==> src/rtl/pipelined_mac.sv <==
// Pipelined signed/unsigned multiply-accumulate into a wide p register.
// Latency PIPELINE_DEPTH cycles from in_valid to out_valid; one operation per cycle.
// No backpressure: ce=0 freezes every stage and drops the inputs of that cycle.
module pipelined_mac #(
    parameter int WIDTH          = 16,
    parameter int OUT_WIDTH      = 32,
    parameter int PIPELINE_DEPTH = 3,
    parameter int SIGNED         = 0
) (
    input  logic                 clk,
    input  logic                 rst_n,
    input  logic                 ce,
    input  logic                 in_valid,
    input  logic [WIDTH-1:0]     a,
    input  logic [WIDTH-1:0]     b,
    input  logic                 acc_en,
    output logic                 out_valid,
    output logic [OUT_WIDTH-1:0] p
);
    localparam int PW = 2 * WIDTH;

    // Stage 1 view: operands plus their valid/acc_en tags
    logic [WIDTH-1:0] s1_a;
    logic [WIDTH-1:0] s1_b;
    logic             s1_vld;
    logic             s1_acc;

    // Stage 2 view: first product register
    logic [PW-1:0]    prod;
    logic [PW-1:0]    s2_prod;
    logic             s2_vld;
    logic             s2_acc;

    // Stage 3 view: second product register, feeds the p update
    logic [PW-1:0]    s3_prod;
    logic             s3_vld;
    logic             s3_acc;

    logic [OUT_WIDTH-1:0] prod_ext;

    generate
        if (PIPELINE_DEPTH >= 2) begin : g_s1_reg
            // Operand register (DSP A/B stage)
            always_ff @(posedge clk or negedge rst_n) begin
                if (!rst_n) begin
                    s1_a   <= '0;
                    s1_b   <= '0;
                    s1_vld <= 1'b0;
                    s1_acc <= 1'b0;
                end else if (ce) begin
                    s1_a   <= a;
                    s1_b   <= b;
                    s1_vld <= in_valid;
                    s1_acc <= acc_en;
                end
            end
        end else begin : g_s1_pass
            assign s1_a   = a;
            assign s1_b   = b;
            assign s1_vld = in_valid;
            assign s1_acc = acc_en;
        end

        // Full-width product; the signed form sign-extends operands before multiplying
        if (SIGNED != 0) begin : g_mul_s
            assign prod = PW'($signed(s1_a)) * PW'($signed(s1_b));
        end else begin : g_mul_u
            assign prod = PW'(s1_a) * PW'(s1_b);
        end

        if (PIPELINE_DEPTH >= 3) begin : g_s2_reg
            // Product register (DSP M stage)
            always_ff @(posedge clk or negedge rst_n) begin
                if (!rst_n) begin
                    s2_prod <= '0;
                    s2_vld  <= 1'b0;
                    s2_acc  <= 1'b0;
                end else if (ce) begin
                    s2_prod <= prod;
                    s2_vld  <= s1_vld;
                    s2_acc  <= s1_acc;
                end
            end
        end else begin : g_s2_pass
            assign s2_prod = prod;
            assign s2_vld  = s1_vld;
            assign s2_acc  = s1_acc;
        end

        if (PIPELINE_DEPTH >= 4) begin : g_s3_reg
            // Extra product register for the deepest configuration
            always_ff @(posedge clk or negedge rst_n) begin
                if (!rst_n) begin
                    s3_prod <= '0;
                    s3_vld  <= 1'b0;
                    s3_acc  <= 1'b0;
                end else if (ce) begin
                    s3_prod <= s2_prod;
                    s3_vld  <= s2_vld;
                    s3_acc  <= s2_acc;
                end
            end
        end else begin : g_s3_pass
            assign s3_prod = s2_prod;
            assign s3_vld  = s2_vld;
            assign s3_acc  = s2_acc;
        end

        // Extend the product to the accumulator width according to signedness
        if (SIGNED != 0) begin : g_ext_s
            assign prod_ext = OUT_WIDTH'($signed(s3_prod));
        end else begin : g_ext_u
            assign prod_ext = OUT_WIDTH'(s3_prod);
        end
    endgenerate

    // Final P stage: load or wrap-around accumulate; bubbles leave p untouched
    always_ff @(posedge clk or negedge rst_n) begin
        if (!rst_n) begin
            p         <= '0;
            out_valid <= 1'b0;
        end else if (ce) begin
            out_valid <= s3_vld;
            if (s3_vld) begin
                p <= s3_acc ? (p + prod_ext) : prod_ext;
            end
        end
    end

endmodule

==> config.mk <==
export PLATFORM = sky130hd
export DESIGN_NAME = pipelined_mac
export DESIGN_NICKNAME = d
export VERILOG_FILES = /design/src/rtl/pipelined_mac.sv
export SDC_FILE = /design/constraint.sdc
export NUM_CORES = 1
export LEC_CHECK = 0
export BUFFER_PORTS_ARGS = -buffer_cell sky130_fd_sc_hd__buf_2
export CORE_ASPECT_RATIO = 1.4
export CORE_MARGIN = 5
export CORE_UTILIZATION = 50
export DETAILED_ROUTE_END_ITERATION = 12
export HOLD_SLACK_MARGIN = 0.15
export PLACE_DENSITY_LB_ADDON = 0.25
export SLEW_MARGIN = 10
export SYNTH_ARGS = -nofsm -noshare
export SYNTH_HDL_FRONTEND = slang
export SYNTH_SLANG_ARGS = --single-unit
==> constraint.sdc <==
create_clock -name clk -period 19.8 [get_ports clk]
set_clock_uncertainty 0.2 [all_clocks]
set_input_delay 2.97 -clock clk [delete_from_list [all_inputs] [get_ports clk]]
set_output_delay 2.97 -clock clk [all_outputs]
set_load 0.05 [all_outputs]
==> summary.log, run 1 <==
INFO  worst_setup_path crit_arrival=6.83ns
INFO  cts            tritoncts_num_sinks=101
INFO  final_layout   final_antenna_diode_count=0
INFO  cts            post_cts.repair.setup_buffers=0
INFO  flow_run       max-cap-violations=0
INFO  worst_setup_path cp_slowest_stage_delay=0.80ns
INFO  cts            cts_buffers=9
INFO  routing        drt-initial-drc-count=491
INFO  logic_synthesis syn-instance-count=1518
INFO  logic_synthesis postSynthNetCount=1885
INFO  timing         rsz_0062_raised_after_global_routing=false
INFO  logic_synthesis synth.yosys.warnings=0
INFO  timing         final.setup.tns=0ns
INFO  logic_synthesis syn_area_per_cell=9.27um^2
INFO  worst_setup_path worst-setup-path-type=reg -> reg
INFO  final_layout   nNetsFinal=1910
INFO  floorplanning  floorplan.die.height=209um
INFO  final_layout   fillCellCount=2595
INFO  logic_synthesis yosys.area.top_type_share=0.277
INFO  placement      place_congestion=0.900
INFO  routing        drt_drc_violations_left=0
INFO  floorplanning  core_region_area=27700um^2
INFO  min_path       worstHoldPathType=reg -> reg
INFO  logic_synthesis netlist_top_cells_count=sky130_fd_sc_hd__inv_1, sky130_fd_sc_hd__fa_1, sky130_fd_sc_hd__nand2_1
INFO  logic_synthesis yosysSeqAreaShare=0.180
INFO  cts            ctsResizeCount=0
INFO  worst_setup_path critical_path.startpoint_type=flop
INFO  logic_synthesis asyncSetResetFlopFracSynth=1.00
INFO  global_route   grt_start_max_net_pins=78
INFO  timing         timing.fmax=148MHz
INFO  floorplanning  effective_utilization_at_floorplan=0.507
INFO  cts            cts_hold_buf=0
INFO  timing         max_slew.worst_pin.slew=1.09ns
INFO  floorplanning  pin_count=70
INFO  routing        drt-vias-per-instance=5.36
INFO  logic_synthesis synth.most_common_cell=sky130_fd_sc_hd__inv_1
INFO  timing         final_period_minus_worst_setup_slack=6.77ns
INFO  routing        route.vias.total=10300
INFO  logic_synthesis synth_area_leaders=sky130_fd_sc_hd__fa_1, sky130_fd_sc_hd__dfrtp_1, sky130_fd_sc_hd__ha_1, sky130_fd_sc_hd__inv_1, sky130_fd_sc_hd__and2_1
INFO  final_layout   post_route_cells_drive_above_1_share=0.105
INFO  global_route   grt_overflow=0
INFO  timing         final_max_slew_viol_count=0
INFO  global_route   grt_first_pass_wirelength=54600um
INFO  global_route   via_count_of_the_first_global_routing_pass=10900
INFO  cts            ctsLongestPathBuffers=2
INFO  cts            ctsRootBufferMaster=sky130_fd_sc_hd__clkbuf_16
INFO  routing        detail-route-antenna-nets=0
INFO  logic_synthesis syn_area=14100um^2
INFO  routing        first_pass_iters=7
INFO  cts            cts_htree_levels=3
INFO  worst_setup_path critical_path.cell_chain=nand2_1 -> fa_1 -> fa_1 -> inv_1 -> fa_1 -> fa_1 -> fa_1 -> inv_1 -> fa_1 -> inv_1 -> ha_1 -> a21oi_1 -> o21ai_0 -> a21o_2 -> a221o_2 -> a311o_1 -> a21oi_2 -> xnor2_1 -> mux2_4
INFO  worst_setup_path worst_path_most_repeated_cell=sky130_fd_sc_hd__fa_1
INFO  timing         finalSetupViolCount=0
INFO  cts            tritoncts_clock_tree=done
INFO  routing        totalWireLength=32300um
INFO  placement      io_buffers=69
INFO  floorplanning  die-width=152um
INFO  logic_synthesis synth_seq_cells=101
INFO  worst_setup_path critical_path.endpoint_type=flop
INFO  cts            clock_insertion_delay_worst_skew=0.37ns
INFO  logic_synthesis synth_edf_count=0
INFO  global_route   grtUsageTotal=0.215
INFO  timing         timing_hold_violations_final=0
INFO  worst_setup_path critical_path_peak_fanout=17
INFO  logic_synthesis synth_cell_type_count=63
INFO  global_route   antenna_found_initial=0
INFO  logic_synthesis netlist.top_cell.by_area=sky130_fd_sc_hd__fa_1
INFO  logic_synthesis ys_dominant_reg_cell=sky130_fd_sc_hd__dfrtp_1
INFO  floorplanning  rows=72
INFO  timing         relSlewSlack=0.273
INFO  final_layout   area_growth=6.52%
INFO  timing         portion_of_the_clock_cycle_consumed_by_the_worst_path_in_the_final_layout=0.342
INFO  status         outcome=finished, final reports clean
INFO  worst_setup_path crit_path_top_delay_cell=sky130_fd_sc_hd__dfrtp_1
INFO  routing        wl_per_cell=16.8um
INFO  worst_setup_path worstPathRequired=19.86ns
INFO  floorplanning  fp.dieArea=31600um^2
INFO  placement      post-dp-hpwl=25600um
INFO  cts            clk_pin_slew_worst_paths=0.08ns
==> cell type report <==
type / count / area, um^2 / area share
inverters: 260 / 976 / 0.0651
clock inverters: 6 / 66.3 / 0.00442
clock buffers: 10 / 239 / 0.0159
multi-input cells: 1099 / 10300 / 0.690
repair buffers: 72 / 373 / 0.0249
well taps: 370 / 463 / 0.0309
flip-flops and latches: 101 / 2530 / 0.169
==> placed cells by master, fill, tap and decap left out, drive strengths merged, types with 10 or more instances in the layout <==
| cell | netlist | layout |
|---|---|---|
| a21o | 25 | 25 |
| a21oi | 76 | 76 |
| and2 | 125 | 125 |
| and3 | 11 | 11 |
| buf | 5 | 72 |
| clkbuf | 53 | 10 |
| dfrtp | 101 | 101 |
| fa | 195 | 195 |
| ha | 135 | 135 |
| inv | 260 | 263 |
| mux2 | 62 | 62 |
| mux2i | 21 | 21 |
| nand2 | 189 | 189 |
| nand3 | 17 | 17 |
| nor2 | 28 | 28 |
| o21ai | 65 | 65 |
| xnor2 | 40 | 40 |
| xor2 | 13 | 13 |
==> final timing paths <==
path	start	end	slack, ns	cells past startpoint
max	s1_b[7]	prod_ext[24]	13.03	19
min reg2reg	s1_vld	s2_vld	0.31	1
max reg2reg	s1_b[7]	prod_ext[24]	13.03	19
min in group asynchronous	rst_n	p[7]	2.39	1
max in group asynchronous	rst_n	prod_ext[7]	15.70	2
min	s1_vld	s2_vld	0.31	1
==> sequential cells by signal, summed over array words and instances (netlist names) <==
register / cells
out_valid: 1
s1_vld: 1
p: 32
s2_acc: 1
s2_vld: 1
s1_b: 16
prod_ext: 32
s1_a: 16
s1_acc: 1
==> stage by stage <==
step                setup slack (ns)  instance area (um^2)  cells  utilization  hold WS, ns
floorplan                      13.54                 14100   1518            -        0.275
finish                         13.03                 15000   1918        0.540        0.309
global route                   12.73                 15000   1918        0.540        0.337
detailed placement             13.04                 14700   1902        0.529        0.298
global placement               13.14                 14700   1902        0.529        0.283
CTS                            13.02                 15000   1918        0.540        0.315
==> routing by layer <==
| metal | vias up | part of all wire | GRT usage |
|---|---|---|---|
| met5 | - | 0 | 0 |
| met4 | 0 | 0.021 | 0.0558 |
| met3 | 46 | 0.034 | 0.0281 |
| met2 | 211 | 0.50 | 0.375 |
| met1 | 5120 | 0.44 | 0.282 |
| li1 | 4913 | - | - |
==> cell families (layout without fill, tap and decap cells) <==
family,count (synthesis),count (layout),synth area share
simple gates,416,416,0.146
flops,101,101,0.180
compound gates,217,217,0.0935
xor+xnor,53,53,0.0330
fa+ha+maj,330,330,0.397
mux,83,83,0.0648
buf+inv,318,348,0.0855
==> critical path, delay by kind of cell, from the launching register on <==
family | cells | cell delay, ns
AOI/OAI and AO/OA | 6 | 1.63
DFF | 1 | 0.80
muxes | 1 | 0.25
xor gates and xnor gates | 1 | 0.08
and+or+nand+nor | 1 | 0.17
buffers and inverters | 3 | 0.15
adders and majority gates | 7 | 3.39
Power of run 1 is not shown: default switching activity piles up to over one toggle a cycle in this logic, so the estimate is an artifact.
==> run 2: changes to the inputs <==
Clock period 19.8 ns to 5.6 ns, I/O delays scaled along.
==> run 2 against run 1 <==
- the run now ends with negative setup slack left
- sequential cell count did not move
- design area rose by 11%
- worst hold slack barely moved
- critical path depth rose by 2
- sequential share of layout area fell by 1.5 points
- utilization rose by 6.0 points
- via count rose by 5.5%
- highest routed layer unchanged
==> summary.log, run 2 (synthesized netlist as in run 1, its figures left out) <==
INFO  status         outcome=finished, violations left
INFO  status         violations_in_the_final_reports=negative setup slack
INFO  routing        route.vias.total=10900
INFO  final_layout   area_growth=18.3%
INFO  floorplanning  core_region_area=27700um^2
INFO  placement      place_congestion=0.926
INFO  floorplanning  floorplan.die.height=209um
INFO  global_route   grt_start_max_net_pins=78
INFO  floorplanning  effective_utilization_at_floorplan=0.507
INFO  cts            tritoncts_clock_tree=done
INFO  timing         finalSetupViolCount=17
INFO  cts            cts_htree_levels=3
INFO  timing         timing.fmax=161MHz
INFO  cts            clk_pin_slew_worst_paths=0.08ns
INFO  cts            clock_insertion_delay_worst_skew=0.37ns
INFO  floorplanning  die-width=152um
INFO  final_layout   post_route_cells_drive_above_1_share=0.234
INFO  placement      dp.cells=2022
INFO  placement      post-dp-hpwl=27400um
INFO  timing         max_slew.worst_pin.slew=1.02ns
INFO  worst_setup_path crit_arrival=6.26ns
INFO  cts            ctsRootBufferMaster=sky130_fd_sc_hd__clkbuf_16
INFO  timing         rsz_0062_raised_after_global_routing=true
INFO  worst_setup_path worst-setup-path-type=reg -> reg
INFO  global_route   antenna_found_initial=0
INFO  floorplanning  pin_count=70
INFO  routing        detail-route-antenna-nets=0
INFO  placement      io_buffers=69
INFO  worst_setup_path critical_path.endpoint_type=flop
INFO  routing        drt-initial-drc-count=446
INFO  global_route   grt_overflow=0
INFO  routing        first_pass_iters=5
INFO  global_route   via_count_of_the_first_global_routing_pass=11900
INFO  final_layout   layout.core_utilization=0.600
INFO  placement      postPlaceCellArea=15800um^2
INFO  routing        drt_drc_violations_left=0
INFO  global_route   grtUsageTotal=0.227
INFO  worst_setup_path worstPathRequired=5.65ns
INFO  timing         final.setup.tns=-5.10ns
INFO  final_layout   final_antenna_diode_count=0
INFO  flow_run       max-cap-violations=0
INFO  timing         final_period_minus_worst_setup_slack=6.20ns
INFO  cts            cts_buffers=9
INFO  final_layout   layout.cells.non_filler=2065
INFO  timing         timing.final.ws_setup=-0.603ns
INFO  cts            ctsLongestPathBuffers=2
INFO  cts            cts_hold_buf=0
INFO  min_path       worstHoldPathType=reg -> reg
INFO  final_layout   most_frequent_standard_cell_in_the_layout_excluding_fill_and_tap_cells=sky130_fd_sc_hd__inv_1
INFO  timing         timing_hold_violations_final=0
INFO  routing        totalWireLength=34100um
INFO  final_layout   stdcell_area=16600um^2
INFO  global_route   grt_first_pass_wirelength=57800um
INFO  final_layout   nNetsFinal=2057
INFO  floorplanning  fp.dieArea=31600um^2
INFO  timing         relSlewSlack=0.323
INFO  routing        drt-vias-per-instance=5.25
INFO  worst_setup_path critical_path.startpoint_type=flop
INFO  timing         portion_of_the_clock_cycle_consumed_by_the_worst_path_in_the_final_layout=1.11
INFO  final_layout   fillCellCount=2448
INFO  cts            tritoncts_num_sinks=101
INFO  timing         final_max_slew_viol_count=0
INFO  worst_setup_path critical_path_peak_fanout=8
INFO  final_layout   mostFrequentLayoutCells=sky130_fd_sc_hd__inv_1, sky130_fd_sc_hd__fa_1, sky130_fd_sc_hd__nand2_1
INFO  routing        wl_per_cell=16.5um
INFO  floorplanning  rows=72
==> run 2: changes by cell type in the layout (fill, tap and decap cells not counted), sizes merged <==
cell / delta
buf: +147
clkbuf: -1
clkinvlp: +1
==> run 2: what timing repair did <==
action / in CTS / in global routing
setup endpoints to repair: 18 / 18
pin swaps: 26 / 11
resized for setup: 62 / 32
setup buffers: 17 / 10
==> run 2: path summary, 6_finish.rpt <==
path                          from           end  slack (ns)  cells past startpoint
setup / recovery           s1_a[6]  prod_ext[24]       -0.60                     21
hold / removal              s1_acc        s2_acc        0.31                      1
setup reg to reg           s1_a[6]  prod_ext[24]       -0.60                     21
hold reg to reg             s1_acc        s2_acc        0.31                      1
max in group asynchronous    rst_n       s1_a[3]        3.75                      2
min in group asynchronous    rst_n          p[3]        0.40                      1
==> run 2: critical path, cell delays in order, from the launching register on <==
cell and delay, ns:
sky130_fd_sc_hd__dfrtp_2 0.48, sky130_fd_sc_hd__buf_4 0.16, sky130_fd_sc_hd__buf_4 0.14, sky130_fd_sc_hd__nand2_1 0.08, sky130_fd_sc_hd__fa_1 0.46, sky130_fd_sc_hd__fa_2 0.42
sky130_fd_sc_hd__fa_2 0.39, sky130_fd_sc_hd__fa_1 0.48, sky130_fd_sc_hd__inv_1 0.06, sky130_fd_sc_hd__fa_1 0.52, sky130_fd_sc_hd__inv_1 0.05, sky130_fd_sc_hd__fa_1 0.51
sky130_fd_sc_hd__inv_2 0.05, sky130_fd_sc_hd__ha_4 0.21, sky130_fd_sc_hd__a21o_1 0.17, sky130_fd_sc_hd__a21o_1 0.18, sky130_fd_sc_hd__a31o_1 0.23, sky130_fd_sc_hd__a221o_2 0.44
sky130_fd_sc_hd__a311o_1 0.37, sky130_fd_sc_hd__a21oi_2 0.14, sky130_fd_sc_hd__xnor2_1 0.08, sky130_fd_sc_hd__mux2_4 0.25
==> run 2: final cells by class <==
cell class	count	area (um^2)	share of cell area
multi-input combinational	1099	10800	0.646
inverter	260	976	0.0586
timing repair buffer	219	1590	0.0954
clock inverter	7	82.6	0.00496
sequential	101	2550	0.153
clock buffer	9	225	0.0135
tap	370	463	0.0278
==> run 2: metal layers <==
metal	track usage	wire length, um	part of all wire
met1	0.282	14200	0.42
met4	0.0753	1240	0.036
met5	0	0	0
met3	0.0285	1330	0.039
met2	0.403	17300	0.51
==> run 2: per-stage QoR <==
step,worst slack (ns),hold slack [ns]
2_1_floorplan,-0.297,0.275
3_3_place_gp,-0.513,0.283
3_5_place_dp,-0.667,0.293
4_1_cts,-0.517,0.311
5_1_grt,-0.775,0.327
6_report,-0.603,0.309
Power of run 2 is left out for the same reason.
